[src/rtl/instr_encoder_loader.sv]
// Purpose: encodes symbolic op requests into 24-bit instruction words and writes them to imem at an auto-incrementing address.
// Latency: handshake at edge N -> err pulse in cycle N+1 or imem_we in cycle N+2; in_ready returns in cycle N+3.
// Backpressure: in_ready=0 while a request is in flight, and stays 0 once DEPTH words are written (until clear/rst).
//
// Ports:
//   clk, rst            clock, asynchronous active-high reset
//   clear               synchronous restart: address/count/full/err_code to 0, in-flight request dropped
//   in_valid, in_ready  request handshake
//   op_sel, use_imm, rd, rn, rm, imm   symbolic request fields
//   imem_we, imem_addr, imem_wdata     instruction memory write port
//   full, word_count    fill status
//   err, err_code       rejection pulse and sticky reason (01 illegal op, 10 immediate out of range)
module instr_encoder_loader #(
    parameter int ADDR_W = 8,
    parameter int DEPTH  = 256
) (
    input  logic              clk,
    input  logic              rst,
    input  logic              clear,
    input  logic              in_valid,
    output logic              in_ready,
    input  logic [2:0]        op_sel,
    input  logic              use_imm,
    input  logic [3:0]        rd,
    input  logic [3:0]        rn,
    input  logic [3:0]        rm,
    input  logic [15:0]       imm,
    output logic              imem_we,
    output logic [ADDR_W-1:0] imem_addr,
    output logic [23:0]       imem_wdata,
    output logic              full,
    output logic [ADDR_W:0]   word_count,
    output logic              err,
    output logic [1:0]        err_code
);

    typedef enum logic [1:0] {IDLE, CHECK, WRITE} state_t;

    localparam logic [ADDR_W:0] DEPTH_W = (ADDR_W+1)'(DEPTH);

    state_t      state;
    logic [2:0]  op_q;
    logic        use_imm_q;
    logic [3:0]  rd_q;
    logic [3:0]  rn_q;
    logic [3:0]  rm_q;
    logic [11:0] imm_q;    // only the low 12 bits ever reach the word
    logic [1:0]  in_code;

    // Rejection reason for a request; illegal op outranks range error.
    function automatic logic [1:0] check_req(input logic [2:0] op, input logic u,
                                             input logic [15:0] iv);
        logic fits8;
        logic fits12;
        // A value fits N bits signed when all bits above bit N-2 match the sign.
        fits8  = (iv[15:7]  == '0) || (iv[15:7]  == '1);
        fits12 = (iv[15:11] == '0) || (iv[15:11] == '1);
        if (op > 3'd5)
            return 2'b01;
        else if (op == 3'd3 || op == 3'd4)
            return fits12 ? 2'b00 : 2'b10;
        else if (op == 3'd5 || u)
            return fits8 ? 2'b00 : 2'b10;
        else
            return 2'b00;
    endfunction

    function automatic logic [23:0] encode(input logic [2:0] op, input logic u,
                                           input logic [3:0] d, input logic [3:0] n,
                                           input logic [3:0] m, input logic [11:0] iv);
        logic [3:0]  opc;
        logic [11:0] fld;
        opc = 4'h0;
        fld = {8'h00, m};
        case (op)
            3'd0: opc = u ? 4'h1 : 4'h0;
            3'd1: opc = u ? 4'h3 : 4'h2;
            3'd2: opc = u ? 4'hF : 4'h4;
            3'd3: begin opc = 4'h5; fld = iv;                end
            3'd4: begin opc = 4'h6; fld = iv;                end
            3'd5: begin opc = 4'h7; fld = {4'h0, iv[7:0]};   end
            default: ;
        endcase
        // Immediate forms of the arithmetic ops swap rm for imm8.
        if (u && op <= 3'd2)
            fld = {4'h0, iv[7:0]};
        return {opc, d, n, fld};
    endfunction

    // The range check runs on the raw inputs at the handshake edge so that
    // err is a registered pulse coinciding with the CHECK cycle.
    assign in_code = check_req(op_sel, use_imm, imm);

    // Gated by rst so the encoder is never advertised ready while held in reset.
    assign in_ready = (state == IDLE) && !full && !rst;

    always_ff @(posedge clk or posedge rst) begin
        if (rst) begin
            state      <= IDLE;
            op_q       <= '0;
            use_imm_q  <= 1'b0;
            rd_q       <= '0;
            rn_q       <= '0;
            rm_q       <= '0;
            imm_q      <= '0;
            imem_we    <= 1'b0;
            imem_addr  <= '0;
            imem_wdata <= '0;
            full       <= 1'b0;
            word_count <= '0;
            err        <= 1'b0;
            err_code   <= 2'b00;
        end else if (clear) begin
            state      <= IDLE;
            imem_we    <= 1'b0;
            imem_addr  <= '0;
            full       <= 1'b0;
            word_count <= '0;
            err        <= 1'b0;
            err_code   <= 2'b00;
        end else begin
            case (state)
                IDLE: begin
                    err     <= 1'b0;
                    imem_we <= 1'b0;
                    if (in_valid && in_ready) begin
                        op_q      <= op_sel;
                        use_imm_q <= use_imm;
                        rd_q      <= rd;
                        rn_q      <= rn;
                        rm_q      <= rm;
                        imm_q     <= imm[11:0];
                        if (in_code != 2'b00) begin
                            err      <= 1'b1;
                            err_code <= in_code;
                        end
                        state <= CHECK;
                    end
                end
                CHECK: begin
                    err <= 1'b0;
                    // err high here means this request was rejected.
                    if (err) begin
                        state <= IDLE;
                    end else begin
                        imem_wdata <= encode(op_q, use_imm_q, rd_q, rn_q, rm_q, imm_q);
                        imem_addr  <= word_count[ADDR_W-1:0];
                        imem_we    <= 1'b1;
                        state      <= WRITE;
                    end
                end
                WRITE: begin
                    imem_we    <= 1'b0;
                    word_count <= word_count + 1'b1;
                    full       <= (word_count + 1'b1) == DEPTH_W;
                    state      <= IDLE;
                end
                default: state <= IDLE;
            endcase
        end
    end

endmodule

[config.mk]
export PLATFORM = sky130hd
export DESIGN_NAME = instr_encoder_loader
export DESIGN_NICKNAME = d
export VERILOG_FILES = /design/src/rtl/instr_encoder_loader.sv
export SDC_FILE = /design/constraint.sdc
export NUM_CORES = 1
export LEC_CHECK = 0
export CAP_MARGIN = 10
export CORE_MARGIN = 2
export CORE_UTILIZATION = 36
export DETAILED_ROUTE_END_ITERATION = 16
export SKIP_CTS_REPAIR_TIMING = 1
export SLEW_MARGIN = 30
export SYNTH_ARGS = -nofsm -noshare
export SYNTH_HDL_FRONTEND = slang
export SYNTH_SLANG_ARGS = --single-unit
[constraint.sdc]
create_clock -name clk -period 2.78 [get_ports clk]
set_input_delay 0.834 -clock clk [delete_from_list [all_inputs] [get_ports clk]]
set_output_delay 0.834 -clock clk [all_outputs]
set_load 0.005 [all_outputs]
Yosys cells after proc, flatten, opt, wreduce, memory -nomap -nowiden
Index checks and enable logic that the tools add are counted.
{ "totals": {"reg_bits": 76, "out_inout_bits": 47} }
{ "op_classes": {"addsub": 1, "n_lt_le_gt_ge": 2, "n_eq_ne": 16, "muxes": 33, "bitwise": 2, "reduce_logical": 29} }
{ "op_table": {"columns": ["op", "count"], "rows": [
  ["$mux W2", 12],
  ["$mux W8", 3],
  ["$pmux W12 S2", 1],
  ["$pmux W4 S6", 1],
  ["$eq A9 B9 Y1 const B", 2],
  ["$mux W9", 2],
  ["$eq A3 B3 Y1 const B", 4],
  ["$mux W12", 1],
  ["$reduce_bool A2 Y1", 6],
  ["$add A9 B1 Y9 const B", 1],
  ["$eq A3 B2 Y1 const B", 3],
  ["$logic_not A9 Y1", 1],
  ["$mux W1", 9],
  ["$reduce_and A3 Y1", 3],
  ["$reduce_bool A3 Y1", 2],
  ["$eq A5 B5 Y1 const B", 1],
  ["$logic_not A5 Y1", 1],
  ["$logic_and A1 B1 Y1", 4],
  ["$logic_or A1 B1 Y1", 4],
  ["$mux W4", 1],
  ["$pmux W1 S2", 2],
  ["$pmux W2 S2", 1],
  ["$reduce_and A2 Y1", 2],
  ["$reduce_or A2 Y1", 2],
  ["other kinds (12)", 14]
]} }

Depth between registers and ports, before layout
Gate-level depths: netlist of the first run.
{ "logic_depth": {"word_depth": 11, "ltp_mapped": 6} }

Least setup slack after synthesis of the first run
No wires, ideal clock.
{ "synth_path": {"path_type": "input to register", "startpoint": "input port op_sel[0]", "endpoint": "register err_code[0]", "t_arrival_ps": 1870, "required_ps": 2657, "slack_ps": 787, "cell_stages": 5, "n_path_buf": 0, "path_cell_list": "nor2b_1 > o21ai_0 > a31oi_1 > or3_4 > o221a_2"} }
{ "synth_between": {"elab_chain_cells": 9, "word_cells_on_any_way": 16, "cone_classes": "1 x order compare; 3 x eq/ne; 7 x mux; 5 x reduce/logical"} }
{ "synth_rtl": {"columns": ["element", "line_no", "source"], "rows": [
  ["from (decl)", "22", "input logic [2:0] op_sel,"],
  ["$eq A3 B3 Y1", "62", "else if (op == 3'd5 || u)"],
  ["$logic_or A1 B1 Y1", "62", null],
  ["$mux W2", "62", null],
  ["$mux W2", "60", "else if (op == 3'd3 || op == 3'd4)"],
  ["$mux W2 (*)", "58", "if (op > 3'd5)"],
  ["$mux W2", "133", "if (in_code != 2'b00) begin"],
  ["$mux W2", "126", "if (in_valid && in_ready) begin"],
  ["$mux W2", "122", "case (state)"],
  ["$mux W2", "113", "end else if (clear) begin"],
  ["to (signal assigned)", "135", "err_code <= in_code;"],
  ["to (decl)", "34", "output logic [1:0] err_code"]
]} }
Every way passes the cells marked *; elsewhere a longest branch is shown, timed or not. The select of a mux whose other input is x is not followed.
A chain may end at the register's enable or synchronous reset.

Worst setup path after layout of the first run
{ "layout_path": {"startpoint": "input port rst", "endpoint": "output port in_ready"} }
{ "layout_between": {"elab_chain_cells": 2} }
{ "layout_rtl": {"columns": ["element", "line_no", "source"], "rows": [
  ["from (decl)", "18", "input logic rst,"],
  ["$logic_not A1 Y1 (no source line)", null, null],
  ["$logic_and A1 B1 Y1", "95", "assign in_ready = (state == IDLE) && !full && !rst;"],
  ["to (decl)", "21", "output logic in_ready,"]
]} }
No other way between the ends.

==> run metrics, run 1 <==
Min-Delay Path Depth 2; Worst R2R Setup Slack approximately 0.91 ns; sequential area share after synthesis a little under three fifths; DR vias roughly 2400; post-route clock period utilization between 80 and 90%; hold_ws between 0.4 and 0.5 ns; largest family of logic cells by synthesized area simple AND/OR/NAND/NOR gates; WL/cell about 15 um; Critical Path AT between 1.5 and 2 ns; antenna-violating nets left 0; CP Class in2out; Psw roughly 0.0008 W; worst-case reg-to-reg path depth 6; synthesized instance count about 290; total power about 0.003 W; switching portion of total power around a quarter; Lkg Pwr around 2.0 nW; Filler Cells Inserted between 800 and 900; clock transition at the registers of the reported paths around 0.08 ns; Worst Hold Launch rn_q[2]$_DFFE_PP0P_; number of synthesized register bits 76; critical path peak fanout 2; die width 99.9 um; Flop pwr share 48.7%; mux cell area share after synthesis 12.4%; number of DRC markers in iteration 0 between 50 and 60; Core Region about 9000 um^2; Chip Height 99.9 um; port buffer count between 80 and 90; number of buffers created by CTS 9; Post-Syn Area about 3300 um^2; CTS tree built; P&R area growth vs syn 36.1%; Pint ~0.0021 W; Min-Delay Path Class reg2reg; aggregate routed wire length between 7 and 8 mm; Yosys warning total 0; # H-tree levels 3; Setup crit start kind input port; post-synthesis xor/xnor area fraction roughly 2.1%; max-slew violation count 0; synthesized-area fraction occupied by and/or/nand/nor cells between 10% and 20%; first-pass GRT wire length around 12 mm; initial core utilization 37.6%; DP Area ~4300 um^2; Comb power frac 21.2%; EDFF count, synth 0; DRC 0; Worst EP required 1.95 ns; total grt overflow 0; Boundary Pins between 80 and 90; post-synthesis compound-gate area fraction about 8.4%; Tmin final 2.47 ns; Fin. Hold Viols 0; Slew @ Worst Pin ~0.55 ns; Final Skew roughly 0.0094 ns; Post-synth top flop dfrtp_1; clock latency on the worst-skew pair between 0.3 and 0.4 ns; pwr/cell area 649 nW/um^2; max_cap viols 0; final setup vio count 0; Net Count, Synth 329; Max VDD drop a little under 0.0003 V; FP Rows 34; design area ~4500 um^2; vias in the first global route ~2500; Slew Limit Headroom 63.5%; largest net degree at the start of global routing 77; synth unique cells 47; total track usage 15.8%; clk root buf clkbuf_8; First-pass DRT Iterations 4; initial antenna violation count 0; Vias/cell around 4.9; status finished clean; Routability Congestion between 0.8 and 0.9; ANT cells 0; post-synthesis async set-or-reset flop share 100%; worst reg2reg path startpoint word_count[0]$_DFFE_PP0P_; RSZ-0062 raised after global routing false; hold path endpoint imem_wdata[14]$_DFFE_PP0P_; maximum root-to-sink buffer count 2; Synth Area in Adders less than 1%; reg2reg end full$_DFFE_PP0P_; syn avg cell area 11.4 um^2; clock sink total 76; die area between 9000 and 10000 um^2; Fmax between 0.4 and 0.5 GHz; share of cells above drive strength 1 roughly 17%; dpl hpwl 4.95 mm; Final #Nets about 420; clock share of power between 30% and 40%; CP endpoint kind primary output
==> metrics by stage <==
| step | setup WS [ns] | instances | util (%) | setup TNS (ns) |
|---|---|---|---|---|
| 6_report | 0.314 | 494 | 51.1 | 0 |
| 5_1_grt | 0.267 | 494 | 51.1 | 0 |
| 4_1_cts | -0.0883 | 494 | 51.1 | -0.0883 |
| 3_5_place_dp | -0.0792 | 478 | 48.7 | -0.0792 |
| 3_3_place_gp | -0.0497 | 478 | 48.7 | -0.0497 |
| 2_1_floorplan | 0.00767 | 291 | - | 0 |
==> worst max path at each step <==
| stage | from | end | slack (ns) | cells after the start |
|---|---|---|---|---|
| floorplan | rst | err$_DFFE_PP0P_ | 0.008 | 1 |
| global placement | rst | in_ready | -0.05 | 3 |
| detailed placement | rst | in_ready | -0.08 | 3 |
| CTS | rst | in_ready | -0.09 | 3 |
| global route | rst | in_ready | 0.27 | 3 |
| finish | rst | in_ready | 0.31 | 3 |
==> power groups by stage <==
| stage | clock, W | sequential, W | combinational (W) |
|---|---|---|---|
| detailed placement | 0 | 0.00144 | 0.000633 |
| global placement | 0 | 0.00144 | 0.000621 |
| floorplan | 0 | 0.00143 | 0.000286 |
| finish | 0.000878 | 0.00143 | 0.000621 |
| global route | 0.000951 | 0.00146 | 0.000696 |
| CTS | 0.000907 | 0.00143 | 0.000635 |
==> kinds of logic (layout without fill, tap and decap cells) <==
family	Yosys count	in the layout
fa+ha+maj	2	2
mux	34	34
flops	76	76
simple gates	113	113
xor+xnor	8	8
compound gates	42	42
buf+inv	16	111
==> cells in the mapped netlist (3+ instances only) <==
master    instances  share of area (%)
inv_1             4               0.45
a22o_1            7                1.9
nor2b_1           4               0.76
a21oi_1           5               0.76
clkbuf_1          5               0.57
mux2i_1           4                1.2
nor2_1           17                1.9
o21ai_0          15                2.3
dfrtp_1          76                 57
xor2_1            4                1.1
nand3_1           9                1.4
and3_1            3               0.57
a31oi_1           3               0.57
nand4_1           5               0.95
mux2_4            9                4.1
xnor2_1           4                1.1
nand2_1          61                6.9
mux2_2           21                7.1
==> layout by cell type, fill, tap and decap left out, drive strengths merged, types with 2 or more instances in the layout <==
cell type | synthesis | routed
a21oi | 5 | 5
a22o | 7 | 7
a31o | 2 | 2
a31oi | 3 | 3
and3 | 3 | 3
buf | 6 | 8
clkbuf | 5 | 10
clkdlybuf4s50 | 0 | 81
clkinv | 0 | 2
clkinvlp | 0 | 2
dfrtp | 76 | 76
ha | 2 | 2
inv | 5 | 6
mux2 | 30 | 30
mux2i | 4 | 4
nand2 | 62 | 62
nand2b | 2 | 2
nand3 | 9 | 9
nand4 | 5 | 5
nor2 | 18 | 18
nor2b | 4 | 4
nor3 | 2 | 2
o211ai | 2 | 2
o21ai | 17 | 17
or3 | 2 | 2
xnor2 | 4 | 4
xor2 | 4 | 4
==> state kept, by name, summed over array words and instances (netlist names) <==
signal and count:
imem_wdata 24, imm_q 12, word_count 9, imem_addr 8
rd_q 4, rm_q 4, rn_q 4, op_q 3
err_code 2, state 2, err 1, full 1
imem_we 1, use_imm_q 1
==> worst max-delay path, stage by stage <==
cell and delay [ns]:
clkdlybuf4s50_1 0.46, nor4_4 0.18, dlymetal6s2s_1 0.16
==> layer usage <==
metal  routed length (um)  track usage [%]  vias up
li1                     -                -     1188
met1                 3200             20.1     1167
met2                 3470             25.5       68
met3                  452             5.50        7
met4                   61             4.74        0
met5                    0                0        -
==> cell type report <==
cell class	count	area [um^2]	share of cell area, %
sequential	76	1900	42.2
multi-input combinational	199	1320	29.2
timing repair buffer	90	921	20.5
clock buffer	10	138	3.06
tap	108	135	3.00
clock inverter	6	71.3	1.58
inverter	5	20.0	0.445
Power figures use the tool's default switching activity.
==> inputs of run 2 (changes only) <==
CORE_UTILIZATION = 44   (was 36)
PLACE_DENSITY = 0.76   (was not set)
==> run metrics, run 2 (synthesis results as in run 1) <==
antenna-violating nets left 0 (unchanged); total power 0.00312 W (+6.7%); post-route clock period utilization 88.1% (-0.61 points); most frequent cells in the layout 81 x clkdlybuf4s50_1, 76 x dfrtp_1, 61 x nand2_1, 21 x mux2_2, 17 x nor2_1; number of buffers created by CTS 9 (unchanged); aggregate routed wire length 6.88 mm (-4.3%); die width 90.7 um (-9.2%); dpl hpwl 4.88 mm (-1.4%); Worst R2R Setup Slack 0.93 ns (+0.02 ns); clock sink total 76 (unchanged); clock latency on the worst-skew pair 0.34 ns (-0.02 ns); Lkg Pwr 2.00 nW (+1.2%); clk root buf clkbuf_8; first-pass GRT wire length 11.9 mm (-3.0%); Fmax 0.408 GHz (+0.70%); worst setup path end in_ready; Chip Height 90.7 um (-9.2%); Slew @ Worst Pin 0.542 ns (-0.00454 ns); maximum root-to-sink buffer count 2 (unchanged); initial core utilization 45.6% (+8.0 points); FP Rows 31 (-8.8%); largest net degree at the start of global routing 44 (-43%); Filler Cells Inserted 589 (-27%); DR vias 2439 (+0.37%); total grt overflow 0 (unchanged); final setup vio count 0 (unchanged); port buffer count 82 (unchanged); Final Skew 0.00932 ns (-0.0000646 ns); Critical Path AT 1.62 ns (about the same); initial antenna violation count 0 (unchanged); status finished clean; CTS tree built; CP max stage delay 0.46 ns (about the same); First-pass DRT Iterations 4 (unchanged); critical path peak fanout 2 (unchanged); Slowest cell on crit path clkdlybuf4s50_1; # H-tree levels 3 (unchanged); Fin. Hold Viols 0 (unchanged); Tmin final 2.45 ns (-0.0171 ns); Worst Path Buf+Inv 2 (unchanged); Final #Nets 419 (unchanged); max-slew violation count 0 (unchanged); Largest register FFs 24 (unchanged); pwr/cell area 689 nW/um^2 (+6.2%); Setup crit start kind input port; fin cells 484 (-2.0%); max_cap viols 0 (unchanged); ANT cells 0 (unchanged); WP depth 3 (unchanged); share of cells above drive strength 1 16.4% (-0.48 points); Worst EP required 1.95 ns (about the same); Core Region 7250 um^2 (-18%); largest delay contributor family on the critical path buffers and inverters; DRC 0 (unchanged); RSZ-0062 raised after global routing false; hold_ws 0.466 ns (-0.00713 ns); Vias/cell 5.04 (+2.4%); total track usage 18.0% (+2.2 points); Max VDD drop 0.000366 V (+24%); CP cell instances clkdlybuf4s50_1 -> nor4_4 -> dlymetal6s2s_1; P&R area growth vs syn 36.7%; vias in the first global route 2495 (+1.4%); reg2reg end full$_DFFE_PP0P_; Worst Setup SP rst; Routability Congestion 0.840 (+2.2%); die area 8230 um^2 (-17%); placed insts 469 (-1.9%); Slew Limit Headroom 63.8% (+0.30 points); CP Class in2out; worst-case reg-to-reg path depth 6 (unchanged); clock transition at the registers of the reported paths 0.07 ns (about the same); CP endpoint kind primary output; worst reg2reg path startpoint word_count[0]$_DFFE_PP0P_; Boundary Pins 83 (unchanged); commonest non-fill, non-tap cell in the layout clkdlybuf4s50_1; Largest Register imem_wdata; number of DRC markers in iteration 0 99 (+74%); WL/cell 14.2 um (-2.3%); Top Registers imem_wdata: 24 flops, imm_q: 12 flops, word_count: 9 flops; Min-Delay Path Class reg2reg
-- run 2: cell count changes in the layout (fill, tap and decap cells not counted) --
cell,previous run,this run
buf_12,3,2
buf_4,5,6
bufinv_16,1,4
clkbuf_1,0,1
clkbuf_8,10,9
clkinv_2,1,2
clkinv_4,1,0
clkinvlp_4,2,0
inv_6,2,0
-- run 2: metrics by stage --
stage	TNS (ns)	worst slack (ns)	util, %	area (um^2)
global placement	-0.0523	-0.0523	58.8	4270
finish	0	0.331	62.4	4520
CTS	-0.0765	-0.0765	62.3	4520
global route	0	0.276	62.4	4520
detailed placement	-0.0714	-0.0714	58.8	4270
floorplan	0	0.00767	-	3310
-- run 2: cell type report --
class | instances | area, um^2 | area share, %
tap | 99 | 124 | 2.74
timing repair buffer | 90 | 908 | 20.1
clock inverter | 5 | 125 | 2.77
inverter | 5 | 20.0 | 0.443
sequential | 76 | 1900 | 42.0
multi-input combinational | 199 | 1320 | 29.1
clock buffer | 10 | 128 | 2.82
-- run 2: how the worst min path moves through the flow --
stage / start / to / slack [ns] / cells past startpoint
5_1_grt: rn_q[1]$_DFFE_PP0P_ / imem_wdata[13]$_DFFE_PP0P_ / 0.49 / 2
6_report: rn_q[2]$_DFFE_PP0P_ / imem_wdata[14]$_DFFE_PP0P_ / 0.47 / 2
3_5_place_dp: rn_q[2]$_DFFE_PP0P_ / imem_wdata[14]$_DFFE_PP0P_ / 0.45 / 2
3_3_place_gp: rn_q[2]$_DFFE_PP0P_ / imem_wdata[14]$_DFFE_PP0P_ / 0.44 / 2
2_1_floorplan: rn_q[0]$_DFFE_PP0P_ / imem_wdata[12]$_DFFE_PP0P_ / 0.43 / 2
4_1_cts: rn_q[2]$_DFFE_PP0P_ / imem_wdata[14]$_DFFE_PP0P_ / 0.47 / 2
-- run 2: power by group --
part           switching [W]  internal (W)  leakage, nW
registers           0.000123       0.00130        0.976
logic               0.000227      0.000395        0.901
clock network       0.000391      0.000681        0.126
-- run 2: layer usage --
layer,track usage (%),routed length [um],vias to the layer above
met1,23.3,3090,1173
met4,7.69,103,0
li1,-,-,1182
met2,29.0,3280,75
met5,0,0,-
met3,4.17,411,9
-- run 2: tightest hold or removal path: cells and delay by family, from the launching register on --
| kind | cells | cell delay, ns |
|---|---|---|
| flip-flops | 1 | 0.34 |
| AND/OR/NAND/NOR | 2 | 0.10 |
==> RTL change 1: new RTL, settings of run 1 <==
The parameter `ADDR_W` goes from 8 to 7.
--- a/src/rtl/instr_encoder_loader.sv
+++ b/src/rtl/instr_encoder_loader.sv
@@ -12,5 +12,5 @@
 //   err, err_code       rejection pulse and sticky reason (01 illegal op, 10 immediate out of range)
 module instr_encoder_loader #(
-    parameter int ADDR_W = 8,
+    parameter int ADDR_W = 7,
     parameter int DEPTH  = 256
 ) (
Interface: changed (resized imem_addr and word_count); port bits go from 83 to 81. The function was not compared with the original's and may differ.
==> RTL change 1 against run 1 <==
- final cell count decreased by 2.0%
- hold slack lost 0.0030 ns
- worst setup slack lost 0.0045 ns
- register-to-register slack gained 0.08 ns
- total power rose by 0.14%
- critical path depth is the same
- clock power increased by 6.6%
- cell area down 2.7%
- sequential cell count decreased by 2
- routed wire length fell by 7.0%
- synthesized area down 3.3%
- critical endpoint unchanged
- highest routed layer unchanged
==> RTL change 1: results <==
group,metric,value,unit
layout,drive_gt1_share,7.18,%
global_route,global_route_track_usage_on_met3,3.79,%
worst_setup_path,timing.rr.start,"word_count[1]$_DFFE_PP0P_",
outcome,outcome,"finished, final reports clean",
logic_synthesis,post_synth_num_cell_types,38,
timing,final.setup_skew,0.00596,ns
logic_synthesis,syn_area_per_cell,11.2,um^2
worst_setup_path,startpoint,"rst",
global_route,total_global_routing_track_utilization,14.6,%
global_route,grt_antenna_before_repair,0,
global_route,use_met1,20.0,%
routing,routedLengthMet1,3180,um
routing,detailedRoute.firstIterationViolations,47,
routing,wire_per_inst,13.8,um
worst_setup_path,r2r_setup_slk,0.99,ns
place,pre_cts_setup_slack,-0.0831,ns
routing,detail_route.vias_per_cell,4.89,
clock_tree,worstSkewPairLatency,0.34,ns
place,post_dp_cell_area,4150,um^2
layout,fin_nets,409,
routing,wl_met2,3100,um
worst_setup_path,critPathSlowestCell,"sky130_fd_sc_hd__clkdlybuf4s50_1",
power_and_ir_drop,vdd_drop_max,347,uV
timing,timing_worst_slew_pin_value,0.596,ns
worst_setup_path,crit_path_end,"in_ready",
global_route,grt_pass1_wl,11200,um
logic_synthesis,ys.flop_type,"sky130_fd_sc_hd__dfrtp_1",
power_and_ir_drop,leakage,1.92,nW
worst_setup_path,worstReg2RegEnd,"word_count[6]$_DFFE_PP0P_",
logic_synthesis,synth.area.top_cells,"sky130_fd_sc_hd__dfrtp_1, sky130_fd_sc_hd__mux2_1, sky130_fd_sc_hd__nand2_1, sky130_fd_sc_hd__nor2_1, sky130_fd_sc_hd__a22o_1",
worst_setup_path,cells_on_worst_reg2reg_path,5,
place,gp_routability_congestion,0.768,
routing,met3_wirelength,316,um
place,input_output_buffers,80,
timing,finalWorstPathRequiredPeriod,2.47,ns
clock_tree,maximum_root_to_sink_buffer_count,2,
clock_tree,root_buffer,"sky130_fd_sc_hd__clkbuf_8",
routing,topRoutingLayerUsed,"met4",
layout,insertedDiodeCount,0,
global_route,number_of_global_route_vias_before_repair,2284,
global_route,grt_max_degree,75,
layout,instances_no_fill,484,
clock_tree,cts.reportedPaths.clkPinSlew,0.08,ns
place,place_inst,468,
global_route,grt.met2_usage,22.6,%
worst_setup_path,timing.critical_path.arrival,1.64,ns
place,hpwlAfterDp,4490,um
logic_synthesis,yosys-top-cells-count,"sky130_fd_sc_hd__dfrtp_1, sky130_fd_sc_hd__nand2_1, sky130_fd_sc_hd__mux2_1",
logic_synthesis,yosysWarningCount,0,
layout,top_regs,"imem_wdata (24), imm_q (12), word_count (8)",
logic_synthesis,synth.yosys.seq_area_share,57.9,%
logic_synthesis,synth_nets,324,
RTL change 1: cell types whose count changed in the layout (fill, tap and decap cells not counted), sizes merged, moves of 4 or more:
cell | run 1 | this run
nand3b | 0 | 5
nor4 | 1 | 6
o21ai | 17 | 12
nor2 | 18 | 14
RTL change 1: area by class of cell:
type	count	area, um^2
clock buffers	10	138
clock inverters	6	90.1
fillers	808	4300
inverters	7	26.3
multi-input cells	193	1270
flip-flops and latches	74	1850
well taps	108	135
repair buffers	86	873
RTL change 1: worst min path at each step:
stage / start / end / slack, ns / cells past startpoint
finish: rd_q[3]$_DFFE_PP0P_ / imem_wdata[19]$_DFFE_PP0P_ / 0.47 / 2
floorplan: rn_q[0]$_DFFE_PP0P_ / imem_wdata[12]$_DFFE_PP0P_ / 0.43 / 2
global placement: rn_q[2]$_DFFE_PP0P_ / imem_wdata[14]$_DFFE_PP0P_ / 0.44 / 2
global route: rd_q[1]$_DFFE_PP0P_ / imem_wdata[17]$_DFFE_PP0P_ / 0.50 / 2
CTS: rd_q[0]$_DFFE_PP0P_ / imem_wdata[16]$_DFFE_PP0P_ / 0.47 / 2
detailed placement: rn_q[1]$_DFFE_PP0P_ / imem_wdata[13]$_DFFE_PP0P_ / 0.45 / 2
RTL change 1: power by group:
part / internal, mW / switching [mW] / leakage (nW)
registers: 1.27 / 0.130 / 0.949
logic: 0.369 / 0.218 / 0.854
clock network: 0.531 / 0.405 / 0.112
total: 2.17 / 0.753 / 1.92
RTL change 1: cell families after synthesis:
logic type                 share of synthesized area, %
and+or+nand+nor                                    16.8
buffers and inverters                              2.46
DFF                                                57.9
adders and majority gates                         0.782
xor gates and xnor gates                           2.74
AOI/OAI and AO/OA                                  7.16
muxes                                              12.1
==> RTL change 2: new RTL, config.mk and constraints of run 1 <==
Made on the original files. The 3 states of `state_t` get a one-hot encoding in 3 bits.
--- a/src/rtl/instr_encoder_loader.sv
+++ b/src/rtl/instr_encoder_loader.sv
@@ -35,5 +35,5 @@
 );
 
-    typedef enum logic [1:0] {IDLE, CHECK, WRITE} state_t;
+    typedef enum logic [2:0] {IDLE = 3'b001, CHECK = 3'b010, WRITE = 3'b100} state_t;
 
     localparam logic [ADDR_W:0] DEPTH_W = (ADDR_W+1)'(DEPTH);
Check against the original RTL: same outputs for any inputs over 10 cycles, from zero or initial values and one cycle with rst high; not proved beyond that.
==> RTL change 2 against run 1 <==
- sequential cell count is 1 higher
- routed wire length decreased by 0.57%
- clock skew barely moved
- synthesized area is 3.0% higher
- total power shrank 11%
- fmax is 6.0% lower
- hold slack got worse by 0.0082 ns
- cell area grew 1.4%
- clock power down 3.2%
- worst setup slack got worse by 0.16 ns
- critical path depth stayed put
- via count up 2.8%
- critical endpoint unchanged
- largest cell class unchanged
==> RTL change 2: results <==
group,metric,value,unit
routing,routed_wl,7150,um
routing,detailedRoute.firstIterationViolations,85,
logic_synthesis,synth.area.top_cells,"sky130_fd_sc_hd__dfrtp_1, sky130_fd_sc_hd__mux2_1, sky130_fd_sc_hd__nand2_1, sky130_fd_sc_hd__nor2_1, sky130_fd_sc_hd__a21oi_1",
floorplanning,fp-row-count,35,
logic_synthesis,synth_nets,348,
outcome,outcome,"finished, final reports clean",
timing,whs,0.465,ns
place,pre_cts_setup_slack,-0.195,ns
logic_synthesis,compound_cell_area_share_of_the_yosys_netlist,8.37,%
hold_path,min_delay_path_depth,2,
worst_setup_path,worstReg2RegEnd,"imem_wdata[11]$_DFFE_PP0P_",
routing,topRoutingLayerUsed,"met4",
hold_path,min_delay_worst_endpoint,"imem_wdata[12]$_DFFE_PP0P_",
layout,insertedDiodeCount,0,
routing,routedLengthMet1,3110,um
logic_synthesis,synth_mux_area_share,10.8,%
place,gp_routability_congestion,0.745,
clock_tree,cts.reportedPaths.clkPinSlew,0.08,ns
logic_synthesis,synth_xor_area_share,3.60,%
logic_synthesis,synth-async-reset-ratio,100,%
place,hpwlAfterDp,5120,um
power_and_ir_drop,intPower,1.95,mW
timing,final.setup_skew,0.00921,ns
power_and_ir_drop,vdd_drop_max,355,uV
global_route,grt_pass1_wl,12000,um
worst_setup_path,timing.critical_path.arrival,1.79,ns
power_and_ir_drop,clock_net_power,850,uW
clock_tree,worstSkewPairLatency,0.34,ns
logic_synthesis,yosys.area_share.adder,0.734,%
global_route,total_global_routing_track_utilization,15.0,%
routing,wl_met2,3490,um
worst_setup_path,timing.rr.start,"state[2]$_DFFE_PP0P_",
clock_tree,maximum_root_to_sink_buffer_count,2,
routing,met3_wirelength,489,um
place,post_dp_cell_area,4360,um^2
global_route,use_met1,17.9,%
routing,wire_per_inst,14.0,um
hold_path,worst_hold_startpoint,"rn_q[0]$_DFFE_PP0P_",
global_route,grt_max_degree,31,
layout,drive_gt1_share,9.27,%
logic_synthesis,yosysWarningCount,0,
routing,first_pass_iters,6,
power_and_ir_drop,seqPwrFrac,51.5,%
timing,max-slew-margin-rel,62.8,%
logic_synthesis,netlist.area_leader.share,55.8,%
logic_synthesis,post_synth_num_cell_types,46,
logic_synthesis,yosys-top-cells-count,"sky130_fd_sc_hd__dfrtp_1, sky130_fd_sc_hd__nand2_1, sky130_fd_sc_hd__mux2_1",
logic_synthesis,synth.yosys.seq_area_share,56.6,%
worst_setup_path,slowest_delay,0.54,ns
worst_setup_path,r2r_setup_slk,0.87,ns
logic_synthesis,synth_cells,310,
layout,fin_nets,433,
power_and_ir_drop,leakage,1.99,nW
worst_setup_path,worst_path_dominant_cell_family,"buffers and inverters",
routing,via_count,2497,
power_and_ir_drop,power.share.clock,32.7,%
global_route,grt.met2_usage,25.0,%
global_route,number_of_global_route_vias_before_repair,2432,
global_route,global_route_track_usage_on_met3,6.35,%
place,place_inst,495,
RTL change 2: changes by cell type in the layout (fill, tap and decap cells not counted), sizes merged, moves of 3 or more:
cell,delta
nand2b,+3
nor2,+4
a21oi,+10
inv,-4
nand2,+3
xor2,+4
nand4,-3
RTL change 2: worst max-delay path by stage:
| stage | end | depth (start not counted) | from | slack, ns |
|---|---|---|---|---|
| after floorplan | err_code[1]$_DFFE_PP0P_ | 6 | imm[12] | 0.77 |
| after global placement | in_ready | 3 | rst | -0.17 |
| after detailed placement | in_ready | 3 | rst | -0.19 |
| after CTS | in_ready | 3 | rst | -0.20 |
| after global routing | in_ready | 3 | rst | 0.11 |
| final | in_ready | 3 | rst | 0.16 |
RTL change 2: cell type report:
| class | count | area, um^2 |
|---|---|---|
| sequential | 77 | 1930 |
| tap | 111 | 139 |
| timing repair buffer | 90 | 921 |
| multi-input combinational | 214 | 1360 |
| inverter | 3 | 15.0 |
| clock inverter | 4 | 47.5 |
| fill | 866 | 4630 |
| clock buffer | 11 | 151 |
